`src/rtl/lsu_memctl.sv`:
```
// rtl/lsu_memctl.sv - load/store unit front end for a single-port word RAM (macro LSU_MISALIGN_TRAP_EN)
module lsu_memctl #(
  parameter int RAM_WORDS = 128
) (
  input  logic        clk,
  input  logic        rst_n,
  input  logic        req_valid,
  output logic        req_ready,
  input  logic        req_we,
  input  logic [2:0]  req_funct3,
  input  logic [31:0] req_addr,
  input  logic [31:0] req_wdata,
  output logic        resp_valid,
  output logic [31:0] resp_rdata,
  output logic        resp_fault,
  output logic [31:0] ram_addr,
  output logic [31:0] ram_wdata,
  output logic        ram_we,
  input  logic [31:0] ram_rdata
);

  typedef enum logic [1:0] {IDLE, RD, WR, DONE} state_t;

  localparam logic [31:0] RAM_LIMIT = 32'(RAM_WORDS);

  state_t      state;
  state_t      state_next;

  logic        accept;
  logic        range_err;
  logic        funct3_err;
  logic        is_half;
  logic        is_word;
  logic        fault_in;
  logic [1:0]  off_in;

  logic        we_q;
  logic [2:0]  funct3_q;
  logic [29:0] idx_q;
  logic [1:0]  off_q;
  logic [31:0] wdata_q;
  logic        fault_q;

  logic [31:0] rdata_hold;
  logic        fault_hold;
  logic [31:0] store_word;
  logic [31:0] load_word;
  logic [31:0] done_rdata;
  logic [7:0]  sel_byte;
  logic [15:0] sel_half;

  // Request decode: range, size-code legality and (optionally) alignment of the incoming access
  always_comb begin
    accept    = req_valid && (state == IDLE);
    range_err = {2'b00, req_addr[31:2]} >= RAM_LIMIT;
    is_half   = (req_funct3[1:0] == 2'b01);
    is_word   = (req_funct3[1:0] == 2'b10);
    if (req_we) begin
      funct3_err = req_funct3[2] || (req_funct3[1:0] == 2'b11);
    end else begin
      funct3_err = (req_funct3[1:0] == 2'b11) || (req_funct3[2] && req_funct3[1]);
    end
`ifdef LSU_MISALIGN_TRAP_EN
    off_in   = req_addr[1:0];
    fault_in = range_err || funct3_err ||
               (is_half && req_addr[0]) || (is_word && (req_addr[1:0] != 2'b00));
`else
    if (is_word) begin
      off_in = 2'b00;
    end else if (is_half) begin
      off_in = {req_addr[1], 1'b0};
    end else begin
      off_in = req_addr[1:0];
    end
    fault_in = range_err || funct3_err;
`endif
  end

  // State register
  always_ff @(posedge clk or negedge rst_n) begin
    if (!rst_n) begin
      state <= IDLE;
    end else begin
      state <= state_next;
    end
  end

  // Next-state: faults skip the RAM, SW writes directly, SB/SH read first
  always_comb begin
    state_next = state;
    case (state)
      IDLE: begin
        if (accept) begin
          if (fault_in) begin
            state_next = DONE;
          end else if (req_we && (req_funct3 == 3'b010)) begin
            state_next = WR;
          end else begin
            state_next = RD;
          end
        end
      end
      RD:      state_next = we_q ? WR : DONE;
      WR:      state_next = DONE;
      DONE:    state_next = IDLE;
      default: state_next = IDLE;
    endcase
  end

  // Capture all request fields at acceptance
  always_ff @(posedge clk or negedge rst_n) begin
    if (!rst_n) begin
      we_q     <= 1'b0;
      funct3_q <= 3'b000;
      idx_q    <= 30'd0;
      off_q    <= 2'b00;
      wdata_q  <= 32'd0;
      fault_q  <= 1'b0;
    end else if (accept) begin
      we_q     <= req_we;
      funct3_q <= req_funct3;
      idx_q    <= req_addr[31:2];
      off_q    <= off_in;
      wdata_q  <= req_wdata;
      fault_q  <= fault_in;
    end
  end

  // Data path: merge store data into the old word, extract/extend load data
  always_comb begin
    store_word = ram_rdata;
    case (funct3_q[1:0])
      2'b00:   store_word[{off_q, 3'b000} +: 8]       = wdata_q[7:0];
      2'b01:   store_word[{off_q[1], 4'b0000} +: 16]  = wdata_q[15:0];
      default: store_word = wdata_q;
    endcase
    sel_byte = ram_rdata[{off_q, 3'b000} +: 8];
    sel_half = ram_rdata[{off_q[1], 4'b0000} +: 16];
    case (funct3_q)
      3'b000:  load_word = {{24{sel_byte[7]}}, sel_byte};
      3'b001:  load_word = {{16{sel_half[15]}}, sel_half};
      3'b010:  load_word = ram_rdata;
      3'b100:  load_word = {24'd0, sel_byte};
      3'b101:  load_word = {16'd0, sel_half};
      default: load_word = 32'd0;
    endcase
    done_rdata = (fault_q || we_q) ? 32'd0 : load_word;
  end

  // Response hold registers keep the last DONE result visible until the next one
  always_ff @(posedge clk or negedge rst_n) begin
    if (!rst_n) begin
      rdata_hold <= 32'd0;
      fault_hold <= 1'b0;
    end else if (state == DONE) begin
      rdata_hold <= done_rdata;
      fault_hold <= fault_q;
    end
  end

  // Outputs decoded from state so reset clears them immediately
  always_comb begin
    req_ready  = (state == IDLE);
    resp_valid = (state == DONE);
    resp_rdata = (state == DONE) ? done_rdata : rdata_hold;
    resp_fault = (state == DONE) ? fault_q : fault_hold;
    ram_we     = (state == WR);
    ram_wdata  = (state == WR) ? store_word : 32'd0;
    if ((state == RD) || (state == WR) || ((state == DONE) && !fault_q)) begin
      ram_addr = {2'b00, idx_q};
    end else begin
      ram_addr = 32'd0;
    end
  end

endmodule

```
`config.mk`:
```
export PLATFORM = sky130hd
export DESIGN_NAME = lsu_memctl
export DESIGN_NICKNAME = d
export VERILOG_FILES = /design/src/rtl/lsu_memctl.sv
export SDC_FILE = /design/constraint.sdc
export NUM_CORES = 1
export LEC_CHECK = 0
export CORE_UTILIZATION = 46
export DETAILED_ROUTE_END_ITERATION = 10
export GPL_ROUTABILITY_DRIVEN = 0
export PLACE_DENSITY = 0.81
export SYNTH_ARGS = -nofsm -noshare
export SYNTH_HDL_FRONTEND = slang
export SYNTH_SLANG_ARGS = --single-unit
```
`constraint.sdc`:
```
create_clock -name clk -period 3.6 [get_ports clk]
set_input_delay 0.72 -clock clk [delete_from_list [all_inputs] [get_ports clk]]
set_output_delay 0.72 -clock clk [all_outputs]
set_load 0.05 [all_outputs]
```
* After elaboration in Yosys (flattened, before gate mapping)
Index checks and enable logic that the tools add are counted.
** Cells by class
- Add/subtract/negate cells :: 2
- Multipliers :: 0
- Divide/modulo/power cells :: 0
- $lt $le $gt $ge :: 1
- Equal/unequal tests :: 13
- Shifts and indexed selects :: 6
- Muxes and demuxes :: 17
- Bitwise operators :: 0
- Reduce and logical (&&, ||, !) cells :: 14
** Operator list (count)
- one-hot mux 32 bit (5 select lines) :: 1
- 2-to-1 mux 32 bit :: 3
- bitwise mux 32 bit :: 2
- one-hot mux 32 bit (2 select lines) :: 1
- variable shift 16 x 7 -> 32 bit, first input constant :: 1
- variable shift 8 x 7 -> 32 bit, first input constant :: 1
- indexed part select 16 x 7 -> 32 bit :: 1
- indexed part select 32 x 6 -> 16 bit :: 1
- indexed part select 32 x 6 -> 8 bit :: 1
- indexed part select 8 x 7 -> 32 bit :: 1
- greater-or-equal comparator 30 x 8 -> 1 bit, second input constant :: 1
- 2-to-1 mux 30 bit :: 1
- negator 5 -> 7 bit :: 2
- == test 2 bit, second input constant :: 4
- 2-to-1 mux 2 bit :: 4
- one-hot mux 2 bit (4 select lines) :: 1
- == test 2 x 1 -> 1 bit, second input constant :: 3
- == test 3 x 2 -> 1 bit, second input constant :: 2
- == test 3 bit, second input constant :: 2
- logical OR 1 bit :: 6
- logical AND 1 bit :: 4
- zero test 2 bit :: 2
- 2-to-1 mux 1 bit :: 4
- == test 3 x 1 -> 1 bit, second input constant :: 1
- 3 further kinds :: 3
** Storage, ports and cells
- Register bits after elaboration :: 104
- Latch bits :: 0
- RAM bits :: 0
- Memory bits (read-only) :: 0
- Bits of input ports :: 103
- Output and inout bits :: 100
- Logic and storage cells :: 62
- Memories :: 0

* Depth between registers and ports, before layout
Gate-level depths: netlist (run 1).
- Depth after elaboration :: 7
- Depth in mapped cells :: 9
- Mapped depth without buffers :: 6

* Worst setup path after synthesis (run 1)
Ideal clock, no wire load.
- Path type :: reg-to-output
- Start :: register off_q[1]
- End :: output port ram_wdata[0]
- Data arrival time :: 3.108 ns
- Required time :: 2.880 ns
- Setup slack :: -0.228 ns
- Cell stages (with the launch flop) :: 8
- Buffers on the path :: 2
- Path through :: dfrtp_1 buf_4 buf_2 inv_2 ha_1 o311ai_0 nand3_1 a21boi_0
** Between the ends
- Cells in the longest elaborated chain, start to end :: 5
- Elaborated cells on any way between the ends :: 10
- Those cells by class :: 2 x add/sub; 4 x shift; 4 x mux
** RTL lines
- start: declaration :: line 40 : logic [1:0] off_q;
- start signal: assignment :: line 123 : off_q <= off_in;
- negator 5 -> 7 bit, on equally long branches :: line 134, 133
- indexed part select 16 x 7 -> 32 bit (tied with other cells) :: line 134 : 2'b01: store_word[{off_q[1], 4'b0000} +: 16] = wdata_q[15:0];
- bitwise mux 32 bit, on equally long branches :: line 134, 133
- one-hot mux 32 bit (2 select lines) (*) :: line 132 : case (funct3_q[1:0])
- 2-to-1 mux 32 bit (*) :: line 168 : ram_wdata = (state == WR) ? store_word : 32'd0;
- end: declaration :: line 17 : output logic [31:0] ram_wdata,
Every way passes the cells marked *; elsewhere a longest branch is shown, timed or not.

* Worst setup path in the final report (run 1)
- Start :: input port ram_rdata[15]
- End :: output port resp_rdata[20]
** Between the ends
- Cells in the longest elaborated chain, start to end :: 4
- Elaborated cells on any way between the ends :: 5
- Those cells by class :: 2 x shift; 3 x mux
** RTL lines
- start: declaration :: line 19 : input logic [31:0] ram_rdata
- indexed part select 32 x 6 -> 16 bit or indexed part select 32 x 6 -> 8 bit (tied branches) :: line 138, 137
- one-hot mux 32 bit (5 select lines) (*) :: line 139 : case (funct3_q)
- 2-to-1 mux 32 bit (*) :: line 147 : done_rdata = (fault_q || we_q) ? 32'd0 : load_word;
- 2-to-1 mux 32 bit (*)
- end: declaration :: line 14 : output logic [31:0] resp_rdata,
Marks and branches as above.

==> impl_metrics.xml, run 1 <==
<?xml version="1.0" encoding="UTF-8"?>
<metrics>
  <group name="timing">
    <metric name="finalHoldViolations" unit="">0</metric>
    <metric name="finalSetupTns" unit="ns">0</metric>
    <metric name="worst_slew_margin_rel" unit="%">26.5</metric>
    <metric name="finalCritPeriodShare" unit="%">96.2</metric>
    <metric name="fin_worst_skew" unit="ns">0.00639</metric>
    <metric name="finalCriticalPeriod" unit="ns">3.46</metric>
    <metric name="maxSlewViolCount" unit="">0</metric>
    <metric name="rsz0062_at_grt" unit="">false</metric>
    <metric name="worst_pin_slew" unit="ns">1.10</metric>
    <metric name="max_clock_freq" unit="GHz">0.289</metric>
    <metric name="setup_violators_final" unit="">0</metric>
  </group>
  <group name="grt">
    <metric name="grt_pass1_vias" unit="">5644</metric>
    <metric name="grt_max_degree" unit="">88</metric>
    <metric name="grt_use_total" unit="%">30.8</metric>
    <metric name="grt_first_pass_wirelength" unit="µm">30800</metric>
    <metric name="antenna_found_initial" unit="">0</metric>
    <metric name="grt_residual_overflow" unit="">0</metric>
  </group>
  <group name="run">
    <metric name="maxCapViolations" unit="">0</metric>
  </group>
  <group name="power_and_ir_drop">
    <metric name="p_leak" unit="µW">0.00376</metric>
    <metric name="max-vdd-ir-drop" unit="µV">730</metric>
    <metric name="cell_internal_pwr" unit="µW">4590</metric>
    <metric name="share_clk_of_total_power" unit="%">12.4</metric>
    <metric name="sequential_group_share_of_total_power" unit="%">22.5</metric>
    <metric name="netSwitchingFraction" unit="%">47.4</metric>
    <metric name="powerDensity" unit="nW/µm²">958</metric>
    <metric name="combinationalPowerShare" unit="%">65.1</metric>
    <metric name="power.net_switching" unit="µW">4130</metric>
  </group>
  <group name="routing">
    <metric name="ant_nets" unit="">0</metric>
    <metric name="finalWirelength" unit="µm">19800</metric>
    <metric name="wl_per_cell" unit="µm">21.8</metric>
    <metric name="drtIter0Drc" unit="">430</metric>
    <metric name="remaining_drc_errors" unit="">0</metric>
    <metric name="vias_per_instance" unit="">6.03</metric>
    <metric name="drt_pass1_iterations" unit="">7</metric>
    <metric name="detailroute.via_count" unit="">5486</metric>
  </group>
  <group name="finish">
    <metric name="layout.filler_cells" unit="">860</metric>
    <metric name="layout-area-overhead-vs-synth" unit="%">53.6</metric>
    <metric name="final_cells" unit="">910</metric>
    <metric name="share_of_layout_cells_above_drive_strength_1" unit="%">25.7</metric>
    <metric name="finish.net_count" unit="">846</metric>
    <metric name="diodes" unit="">0</metric>
  </group>
  <group name="placed_design">
    <metric name="place_hpwl" unit="µm">14700</metric>
    <metric name="io_buffer_count" unit="">200</metric>
    <metric name="placedCellCount" unit="">895</metric>
  </group>
  <group name="critical_path">
    <metric name="crit_path_start_kind" unit="">primary input</metric>
    <metric name="critical_path_required" unit="ns">2.88</metric>
    <metric name="setup.reg_to_reg.worst_slack" unit="ns">1.34</metric>
    <metric name="critical_path_arrival" unit="ns">2.74</metric>
    <metric name="critical_path_class" unit="">primary input to primary output</metric>
    <metric name="crit_path_max_fanout" unit="">16</metric>
    <metric name="critical_path.endpoint_type" unit="">primary output</metric>
  </group>
  <group name="logic_synthesis">
    <metric name="yosys.cell_types.count" unit="">55</metric>
    <metric name="ys.warnings.count" unit="">0</metric>
    <metric name="ys_ff_latch" unit="">104</metric>
    <metric name="post_synth_arst_share" unit="%">100</metric>
    <metric name="synth_ff_type" unit="">sky130_fd_sc_hd__dfrtp_1</metric>
    <metric name="ys_seq_area_share" unit="%">43.9</metric>
    <metric name="synth_cells" unit="">542</metric>
    <metric name="synth.avg_cell_area" unit="µm²">10.9</metric>
    <metric name="post_synth_instance_area" unit="µm²">5930</metric>
    <metric name="synth-edff-count" unit="">0</metric>
  </group>
  <group name="clocking">
    <metric name="quantity_of_hold_fixing_buffers_added_after_cts" unit="">0</metric>
    <metric name="cts_root_buffer" unit="">sky130_fd_sc_hd__clkbuf_16</metric>
    <metric name="clock_tree.htree_level_count" unit="">3</metric>
    <metric name="clk_pin_slew_worst_paths" unit="ns">0.07</metric>
    <metric name="cts_made_buffers" unit="">9</metric>
    <metric name="clock_network_latency_to_the_later_pin_of_the_worst_skew_pair" unit="ns">0.36</metric>
    <metric name="tritoncts_clock_tree" unit="">yes</metric>
    <metric name="clock_sinks" unit="">104</metric>
    <metric name="clk_path_buf_depth" unit="">2</metric>
  </group>
  <group name="die">
    <metric name="design.core.area" unit="µm²">12600</metric>
    <metric name="die-area" unit="µm²">13300</metric>
    <metric name="floorplan.rows" unit="">41</metric>
    <metric name="num_io_pins" unit="">203</metric>
    <metric name="chipWidth" unit="µm">116</metric>
    <metric name="start_util" unit="%">47.2</metric>
    <metric name="floorplan.die.height" unit="µm">116</metric>
  </group>
  <group name="hold_path">
    <metric name="type_of_the_tightest_min_delay_check" unit="">register to register</metric>
  </group>
  <group name="status">
    <metric name="outcome" unit="">finished, final reports clean</metric>
  </group>
</metrics>
==> metal layers <==
metal / part of all wire, % / GRT usage (%) / vias up
li1: - / - / 2423
met1: 38 / 35.6 / 2685
met2: 49 / 52.8 / 320
met3: 9.5 / 9.26 / 58
met4: 3.8 / 13.3 / 0
met5: 0 / 0 / -
==> worst max-delay path, stage by stage <==
cell and delay [ns]:
sky130_fd_sc_hd__clkdlybuf4s50_1 0.51, sky130_fd_sc_hd__mux2i_1 0.16, sky130_fd_sc_hd__or3_1 0.41, sky130_fd_sc_hd__a211oi_4 0.28, sky130_fd_sc_hd__buf_4 0.26, sky130_fd_sc_hd__a221o_1 0.23, sky130_fd_sc_hd__buf_12 0.16
==> worst paths after layout <==
check                              start              to  cells past startpoint
max                        ram_rdata[15]  resp_rdata[20]                      7
min                           fault_hold      fault_hold                      1
max reg2reg                     state[1]  rdata_hold[13]                      5
min reg2reg                   fault_hold      fault_hold                      1
max in group asynchronous          rst_n     wdata_q[27]                      2
min in group asynchronous          rst_n     wdata_q[19]                      1
==> final cells by class <==
cell class	instances	area [µm²]	share of cell area (%)
clock buffer	11	253	2.78
clock inverter	4	77.6	0.852
inverter	20	75.1	0.825
multi-input combinational	378	3080	33.9
sequential	104	2600	28.6
tap	172	215	2.36
timing repair buffer	221	2800	30.7
==> sequential cells by signal (all words and copies together) (netlist names) <==
name,count
idx_q,30
fault_q,1
we_q,1
wdata_q,32
rdata_hold,32
state,2
funct3_q,3
fault_hold,1
off_q,2
==> what timing repair did <==
item | CTS | global route
endpoints found under the setup margin | 0 | 5
setup buffers | 0 | 0
gates resized for setup | 0 | 4
==> cell usage in the layout (no fill, tap or decap), types with 10 or more instances in the layout <==
cell	Yosys	layout
sky130_fd_sc_hd__a21oi_1	24	23
sky130_fd_sc_hd__a221o_1	21	21
sky130_fd_sc_hd__a221o_2	11	11
sky130_fd_sc_hd__a22oi_1	30	30
sky130_fd_sc_hd__buf_12	0	64
sky130_fd_sc_hd__buf_4	4	22
sky130_fd_sc_hd__clkdlybuf4s50_1	0	135
sky130_fd_sc_hd__dfrtp_1	104	104
sky130_fd_sc_hd__inv_1	19	19
sky130_fd_sc_hd__mux2_2	66	66
sky130_fd_sc_hd__mux2i_1	29	29
sky130_fd_sc_hd__nand2_1	34	33
sky130_fd_sc_hd__nor2_1	10	10
sky130_fd_sc_hd__nor2b_1	49	49
sky130_fd_sc_hd__o221ai_1	11	11
==> power groups by stage <==
stage          Combinational [µW]  Sequential [µW]  Clock [µW]
6_report                     5680             1960        1080
5_1_grt                      5990             2000        1150
4_1_cts                      5670             1950        1100
3_5_place_dp                 5630             1970           0
3_3_place_gp                 5540             1930           0
2_1_floorplan                3680             1800           0
==> logic make-up (layout without fill, tap and decap cells) <==
group | Yosys count | count (layout) | share of synthesized area (%)
and+or+nand+nor | 125 | 125 | 11.6
buffers and inverters | 61 | 256 | 4.37
DFF | 104 | 104 | 43.9
other | 1 | 2 | 0.0633
AOI/OAI and AO/OA | 147 | 147 | 20.7
adders and majority gates | 9 | 9 | 1.90
muxes | 95 | 95 | 17.4
==> through the flow <==
stage                     hold WS (ns)  cell area, µm²  utilization (%)  setup WS (ns)  power (µW)
after floorplan                  0.424            5930                -         0.0138        5480
after global placement           0.479            8770             69.7          0.255        7470
after detailed placement         0.484            8770             69.7          0.215        7590
after CTS                        0.506            9100             72.4         0.0731        8720
after global routing             0.512            9100             72.4         0.0378        9140
final                            0.501            9100             72.4          0.137        8720
==> cell usage after synthesis, drive strengths merged (10+ instances only) <==
cell	n	area, µm²
a21boi	12	90.1
a21oi	24	120
a221o	32	334
a22oi	30	225
buf	16	90.1
clkbuf	25	93.8
dfrtp	104	2600
inv	20	75.1
mux2	66	743
mux2i	29	290
nand2	35	134
nor2	10	37.5
nor2b	49	307
o221ai	11	96.3
(Power assumes the default switching activity.)
==> run 2: changes to the inputs <==
--- a/config.mk
+++ b/config.mk
@@ -9,6 +9,7 @@
 export DETAILED_ROUTE_END_ITERATION = 10
 export GPL_ROUTABILITY_DRIVEN = 0
 export PLACE_DENSITY = 0.81
+export SETUP_SLACK_MARGIN = 0.1
 export SYNTH_ARGS = -nofsm -noshare
 export SYNTH_HDL_FRONTEND = slang
 export SYNTH_SLANG_ARGS = --single-unit
==> run 2 against run 1 <==
Effect of this change: cell count grew 0.22%; maximum frequency grew 1.6%; register-to-register slack gained 0.12 ns; first-iteration DRC count grew 23%; total power shrank 0.46%; setup slack gained 0.056 ns; sequential share of layout area is essentially flat; final area grew 0.12%; die area is the same.
==> impl_metrics.xml, run 2 (synthesis results as in run 1) <==
<?xml version="1.0" encoding="UTF-8"?>
<metrics>
  <group name="timing">
    <metric name="worst_pin_slew" unit="ns">0.875</metric>
    <metric name="fin_worst_skew" unit="ns">0.00720</metric>
    <metric name="rsz0062_at_grt" unit="">false</metric>
    <metric name="finalCritPeriodShare" unit="%">94.6</metric>
    <metric name="whs" unit="ns">0.388</metric>
    <metric name="setup_violators_final" unit="">0</metric>
    <metric name="finalHoldViolations" unit="">0</metric>
    <metric name="finalCriticalPeriod" unit="ns">3.41</metric>
    <metric name="maxSlewViolCount" unit="">0</metric>
    <metric name="finalSetupTns" unit="ns">0</metric>
    <metric name="max_clock_freq" unit="GHz">0.294</metric>
    <metric name="worst_slew_margin_rel" unit="%">41.6</metric>
  </group>
  <group name="grt">
    <metric name="grt_use_total" unit="%">31.0</metric>
    <metric name="grt_pass1_vias" unit="">5664</metric>
    <metric name="grt.met3_usage" unit="%">10.1</metric>
    <metric name="globalRoute.busiestLayer" unit="">met2</metric>
    <metric name="grt.met1_usage" unit="%">36.5</metric>
    <metric name="grt_max_degree" unit="">72</metric>
    <metric name="gr-usage-met2" unit="%">51.0</metric>
    <metric name="grt_residual_overflow" unit="">0</metric>
    <metric name="grt_first_pass_wirelength" unit="µm">31000</metric>
    <metric name="antenna_found_initial" unit="">0</metric>
  </group>
  <group name="critical_path">
    <metric name="critical_path_buffer_and_inverter_count" unit="">3</metric>
    <metric name="critical_path.endpoint_type" unit="">primary output</metric>
    <metric name="critical_path_class" unit="">primary input to primary output</metric>
    <metric name="slowest_delay" unit="ns">0.55</metric>
    <metric name="kind_of_cell_adding_the_most_delay_to_the_critical_path" unit="">buffers and inverters</metric>
    <metric name="crit_path_max_fanout" unit="">16</metric>
    <metric name="critical_path_arrival" unit="ns">2.69</metric>
    <metric name="crit_path_start_kind" unit="">primary input</metric>
    <metric name="path_cells" unit="">clkdlybuf4s50_1 &gt; mux2i_1 &gt; or3_1 &gt; a211oi_4 &gt; buf_4 &gt; a221o_1 &gt; buf_12</metric>
    <metric name="critical_path_required" unit="ns">2.88</metric>
    <metric name="cpMaxStageDelayCell" unit="">sky130_fd_sc_hd__clkdlybuf4s50_1</metric>
  </group>
  <group name="routing">
    <metric name="remaining_drc_errors" unit="">0</metric>
    <metric name="detailroute.via_count" unit="">5591</metric>
    <metric name="drt_pass1_iterations" unit="">5</metric>
    <metric name="vias_per_instance" unit="">6.13</metric>
    <metric name="finalWirelength" unit="µm">20300</metric>
    <metric name="ant_nets" unit="">0</metric>
    <metric name="wl_per_cell" unit="µm">22.3</metric>
    <metric name="drtIter0Drc" unit="">531</metric>
  </group>
  <group name="clocking">
    <metric name="clock_tree.htree_level_count" unit="">3</metric>
    <metric name="cts_made_buffers" unit="">9</metric>
    <metric name="tritoncts_clock_tree" unit="">yes</metric>
    <metric name="quantity_of_hold_fixing_buffers_added_after_cts" unit="">0</metric>
    <metric name="clk_pin_slew_worst_paths" unit="ns">0.07</metric>
    <metric name="clock_sinks" unit="">104</metric>
    <metric name="cts_root_buffer" unit="">sky130_fd_sc_hd__clkbuf_16</metric>
    <metric name="clock_network_latency_to_the_later_pin_of_the_worst_skew_pair" unit="ns">0.36</metric>
    <metric name="clk_path_buf_depth" unit="">2</metric>
  </group>
  <group name="finish">
    <metric name="finish.net_count" unit="">848</metric>
    <metric name="reg.largest.list" unit="">rdata_hold (32), wdata_q (32), idx_q (30)</metric>
    <metric name="final_cells" unit="">912</metric>
    <metric name="final_core_utilization" unit="%">72.5</metric>
    <metric name="share_of_layout_cells_above_drive_strength_1" unit="%">26.5</metric>
    <metric name="layout-area-overhead-vs-synth" unit="%">53.8</metric>
    <metric name="layout.cells.most_common" unit="">sky130_fd_sc_hd__clkdlybuf4s50_1</metric>
    <metric name="layout.filler_cells" unit="">870</metric>
    <metric name="most-common-layout-cells" unit="">sky130_fd_sc_hd__clkdlybuf4s50_1 (135), sky130_fd_sc_hd__dfrtp_1 (103), sky130_fd_sc_hd__mux2_2 (66), sky130_fd_sc_hd__buf_12 (65), sky130_fd_sc_hd__nor2b_1 (49)</metric>
    <metric name="diodes" unit="">0</metric>
  </group>
  <group name="hold_path">
    <metric name="type_of_the_tightest_min_delay_check" unit="">primary input to async pin</metric>
  </group>
  <group name="die">
    <metric name="chipWidth" unit="µm">116</metric>
    <metric name="die-area" unit="µm²">13300</metric>
    <metric name="floorplan.die.height" unit="µm">116</metric>
    <metric name="start_util" unit="%">47.2</metric>
    <metric name="floorplan.rows" unit="">41</metric>
    <metric name="num_io_pins" unit="">203</metric>
    <metric name="design.core.area" unit="µm²">12600</metric>
  </group>
  <group name="power_and_ir_drop">
    <metric name="totalPowerFinal" unit="µW">8680</metric>
    <metric name="p_leak" unit="µW">0.00376</metric>
    <metric name="max-vdd-ir-drop" unit="µV">778</metric>
    <metric name="powerDensity" unit="nW/µm²">953</metric>
  </group>
  <group name="placed_design">
    <metric name="placedCellCount" unit="">894</metric>
    <metric name="place_hpwl" unit="µm">15000</metric>
    <metric name="io_buffer_count" unit="">200</metric>
  </group>
  <group name="run">
    <metric name="maxCapViolations" unit="">0</metric>
  </group>
  <group name="status">
    <metric name="outcome" unit="">finished, final reports clean</metric>
  </group>
</metrics>
==> run 2: per-stage QoR <==
stage               setup WS [ns]  area (µm²)
finish                      0.193        9110
detailed placement          0.189        8770
floorplan                  0.0676        5930
global placement            0.246        8770
global route                0.147        9110
CTS                         0.180        9080
==> run 2: report_power, final <==
part | internal [µW] | switching, µW | total (µW)
registers | 1570 | 419 | 1990
clock network | 557 | 440 | 998
logic | 2370 | 3320 | 5690
==> run 2: cell type report <==
cell class	count	area, µm²	share of cell area [%]
multi-input combinational	378	3100	34.0
timing repair buffer	223	2830	31.0
sequential	104	2600	28.6
clock buffer	11	243	2.66
tap	172	215	2.36
inverter	20	75.1	0.824
clock inverter	4	52.6	0.577
==> run 2: routing by layer <==
| layer | vias to the layer above | routed length, µm | part of all wire (%) |
|---|---|---|---|
| li1 | 2418 | - | - |
| met3 | 70 | 2240 | 11 |
| met5 | - | 0 | 0 |
| met4 | 0 | 967 | 4.8 |
| met1 | 2710 | 7550 | 37 |
| met2 | 393 | 9550 | 47 |
==> run 2: final timing paths <==
path / start / end / slack (ns) / cells after the start
setup / recovery: ram_rdata[15] / resp_rdata[31] / 0.19 / 7
hold / removal: rst_n / wdata_q[18] / 0.39 / 1
setup reg to reg: state[0] / wdata_q[21] / 1.46 / 5
hold reg to reg: idx_q[1] / idx_q[1] / 0.50 / 1
max in group asynchronous: rst_n / off_q[1] / 2.45 / 2
min in group clk: idx_q[1] / idx_q[1] / 0.50 / 1
==> run 2: what timing repair did <==
item | in CTS | in global routing
setup endpoints to repair | 4 | 20
gates resized for setup | 2 | 4
pin swaps | 0 | 1
setup buffers | 0 | 3
==> run 3: changes to the inputs <==
==> constraint.sdc (replaced) <==
create_clock -name clk -period 3.6 [get_ports clk]
set_input_delay 0.72 -clock clk [delete_from_list [all_inputs] [get_ports clk]]
set_output_delay 0.72 -clock clk [all_outputs]
set_load 0.1 [all_outputs]
==> run 3 against run 2 <==
Effect of this change: worst hold slack lost 0.044 ns; via count shrank 1.3%; setup slack worse by 0.029 ns; critical path type unchanged; wire length hardly changed; register-to-register slack worse by 0.03 ns; flip-flop and latch count did not move.
==> impl_metrics.xml, run 3 (synthesis results as in run 1) <==
<?xml version="1.0" encoding="UTF-8"?>
<metrics>
  <group name="finish">
    <metric name="layout.filler_cells" unit="">831</metric>
    <metric name="diodes" unit="">0</metric>
    <metric name="finish.net_count" unit="">845</metric>
    <metric name="share_of_layout_cells_above_drive_strength_1" unit="%">37.0</metric>
    <metric name="most-common-layout-cells" unit="">sky130_fd_sc_hd__dfrtp_1 (104), sky130_fd_sc_hd__clkdlybuf4s50_1 (101), sky130_fd_sc_hd__mux2_2 (66), sky130_fd_sc_hd__buf_12 (66), sky130_fd_sc_hd__buf_4 (53)</metric>
    <metric name="layout-area-overhead-vs-synth" unit="%">58.8</metric>
    <metric name="layout.cells.most_common" unit="">sky130_fd_sc_hd__dfrtp_1</metric>
    <metric name="reg.largest.list" unit="">rdata_hold (32), wdata_q (32), idx_q (30)</metric>
  </group>
  <group name="timing">
    <metric name="setup_violators_final" unit="">0</metric>
    <metric name="worst_slew_margin_rel" unit="%">38.5</metric>
    <metric name="rsz0062_at_grt" unit="">false</metric>
    <metric name="worst_pin_slew" unit="ns">0.915</metric>
    <metric name="max_clock_freq" unit="GHz">0.291</metric>
    <metric name="finalSetupTns" unit="ns">0</metric>
    <metric name="finalHoldViolations" unit="">0</metric>
    <metric name="finalCriticalPeriod" unit="ns">3.44</metric>
    <metric name="maxSlewViolCount" unit="">0</metric>
    <metric name="fin_worst_skew" unit="ns">0.00243</metric>
    <metric name="whs" unit="ns">0.344</metric>
    <metric name="finalCritPeriodShare" unit="%">95.4</metric>
  </group>
  <group name="critical_path">
    <metric name="worstRegToRegCells" unit="">6</metric>
    <metric name="critical_path_arrival" unit="ns">2.72</metric>
    <metric name="critical_path_required" unit="ns">2.88</metric>
    <metric name="setup.reg_to_reg.worst_slack" unit="ns">1.43</metric>
    <metric name="r2r_end" unit="">rdata_hold[20]</metric>
    <metric name="startpoint" unit="">ram_rdata[31]</metric>
    <metric name="crit_path_start_kind" unit="">primary input</metric>
    <metric name="crit_path_max_fanout" unit="">16</metric>
    <metric name="crit-reg2reg-launch" unit="">state[1]</metric>
    <metric name="critical_path_class" unit="">primary input to primary output</metric>
    <metric name="critical_path.endpoint_type" unit="">primary output</metric>
  </group>
  <group name="routing">
    <metric name="wl_per_cell" unit="µm">22.3</metric>
    <metric name="drt_pass1_iterations" unit="">6</metric>
    <metric name="detailroute.via_count" unit="">5516</metric>
    <metric name="drtIter0Drc" unit="">556</metric>
    <metric name="ant_nets" unit="">0</metric>
    <metric name="finalWirelength" unit="µm">20300</metric>
    <metric name="vias_per_instance" unit="">6.07</metric>
    <metric name="remaining_drc_errors" unit="">0</metric>
  </group>
  <group name="clocking">
    <metric name="quantity_of_hold_fixing_buffers_added_after_cts" unit="">0</metric>
    <metric name="cts_root_buffer" unit="">sky130_fd_sc_hd__clkbuf_16</metric>
    <metric name="tritoncts_clock_tree" unit="">yes</metric>
    <metric name="post_cts.repair.setup_buffers" unit="">0</metric>
    <metric name="clk_pin_slew_worst_paths" unit="ns">0.07</metric>
    <metric name="clock_tree.htree_level_count" unit="">3</metric>
    <metric name="clk_path_buf_depth" unit="">2</metric>
    <metric name="cts_made_buffers" unit="">9</metric>
    <metric name="clock_sinks" unit="">104</metric>
    <metric name="clock_network_latency_to_the_later_pin_of_the_worst_skew_pair" unit="ns">0.35</metric>
    <metric name="ctsResizeCount" unit="">0</metric>
  </group>
  <group name="grt">
    <metric name="grt_use_total" unit="%">31.3</metric>
    <metric name="grt_pass1_vias" unit="">5567</metric>
    <metric name="grt_max_degree" unit="">72</metric>
    <metric name="grt_residual_overflow" unit="">0</metric>
    <metric name="grt_first_pass_wirelength" unit="µm">31200</metric>
    <metric name="antenna_found_initial" unit="">0</metric>
  </group>
  <group name="hold_path">
    <metric name="type_of_the_tightest_min_delay_check" unit="">primary input to async pin</metric>
  </group>
  <group name="status">
    <metric name="outcome" unit="">finished, final reports clean</metric>
  </group>
  <group name="die">
    <metric name="chipWidth" unit="µm">116</metric>
    <metric name="floorplan.rows" unit="">41</metric>
    <metric name="start_util" unit="%">47.2</metric>
    <metric name="design.core.area" unit="µm²">12600</metric>
    <metric name="num_io_pins" unit="">203</metric>
    <metric name="die-area" unit="µm²">13300</metric>
    <metric name="floorplan.die.height" unit="µm">116</metric>
  </group>
  <group name="placed_design">
    <metric name="place_hpwl" unit="µm">15000</metric>
    <metric name="io_buffer_count" unit="">200</metric>
  </group>
  <group name="run">
    <metric name="maxCapViolations" unit="">0</metric>
  </group>
</metrics>
run 3: area by class of cell:
cell class,count,area (µm²),area share (%)
tap,172,215,2.29
sequential,104,2600,27.6
multi-input combinational,378,3460,36.7
clock inverter,5,104,1.10
clock buffer,10,229,2.43
inverter,20,75.1,0.798
timing repair buffer,220,2730,29.0
run 3: worst max-delay path: stages:
cell,delay (ns)
sky130_fd_sc_hd__clkdlybuf4s50_1,0.49
sky130_fd_sc_hd__mux2i_1,0.17
sky130_fd_sc_hd__or3_1,0.40
sky130_fd_sc_hd__a211oi_4,0.25
sky130_fd_sc_hd__buf_4,0.26
sky130_fd_sc_hd__a221o_1,0.23
sky130_fd_sc_hd__buf_12,0.20
run 3: routing by layer:
layer / wire (µm) / global-route usage, %
met1: 7630 / 38.0
met2: 9900 / 52.0
met3: 2260 / 9.68
met4: 514 / 12.0
met5: 0 / 0
run 3: worst max path at each step:
stage / slack [ns] / end
finish: 0.16 / resp_rdata[20]
global route: 0.11 / ram_wdata[2]
CTS: 0.12 / resp_rdata[10]
detailed placement: 0.15 / resp_rdata[11]
global placement: 0.20 / resp_rdata[11]
floorplan: 0.006 / ram_wdata[0]
run 3: metrics by stage:
step           setup slack, ns  std cells  cell area [µm²]  util [%]
2_1_floorplan          0.00583        543             6300         -
3_3_place_gp             0.196        894             9070      72.2
3_5_place_dp             0.145        894             9070      72.2
4_1_cts                  0.120        909             9410      74.8
5_1_grt                  0.107        909             9410      74.9
6_report                 0.164        909             9410      74.9
Power of run 3 is not shown: default switching activity piles up to over one toggle a cycle in this logic, so the estimate is an artifact.
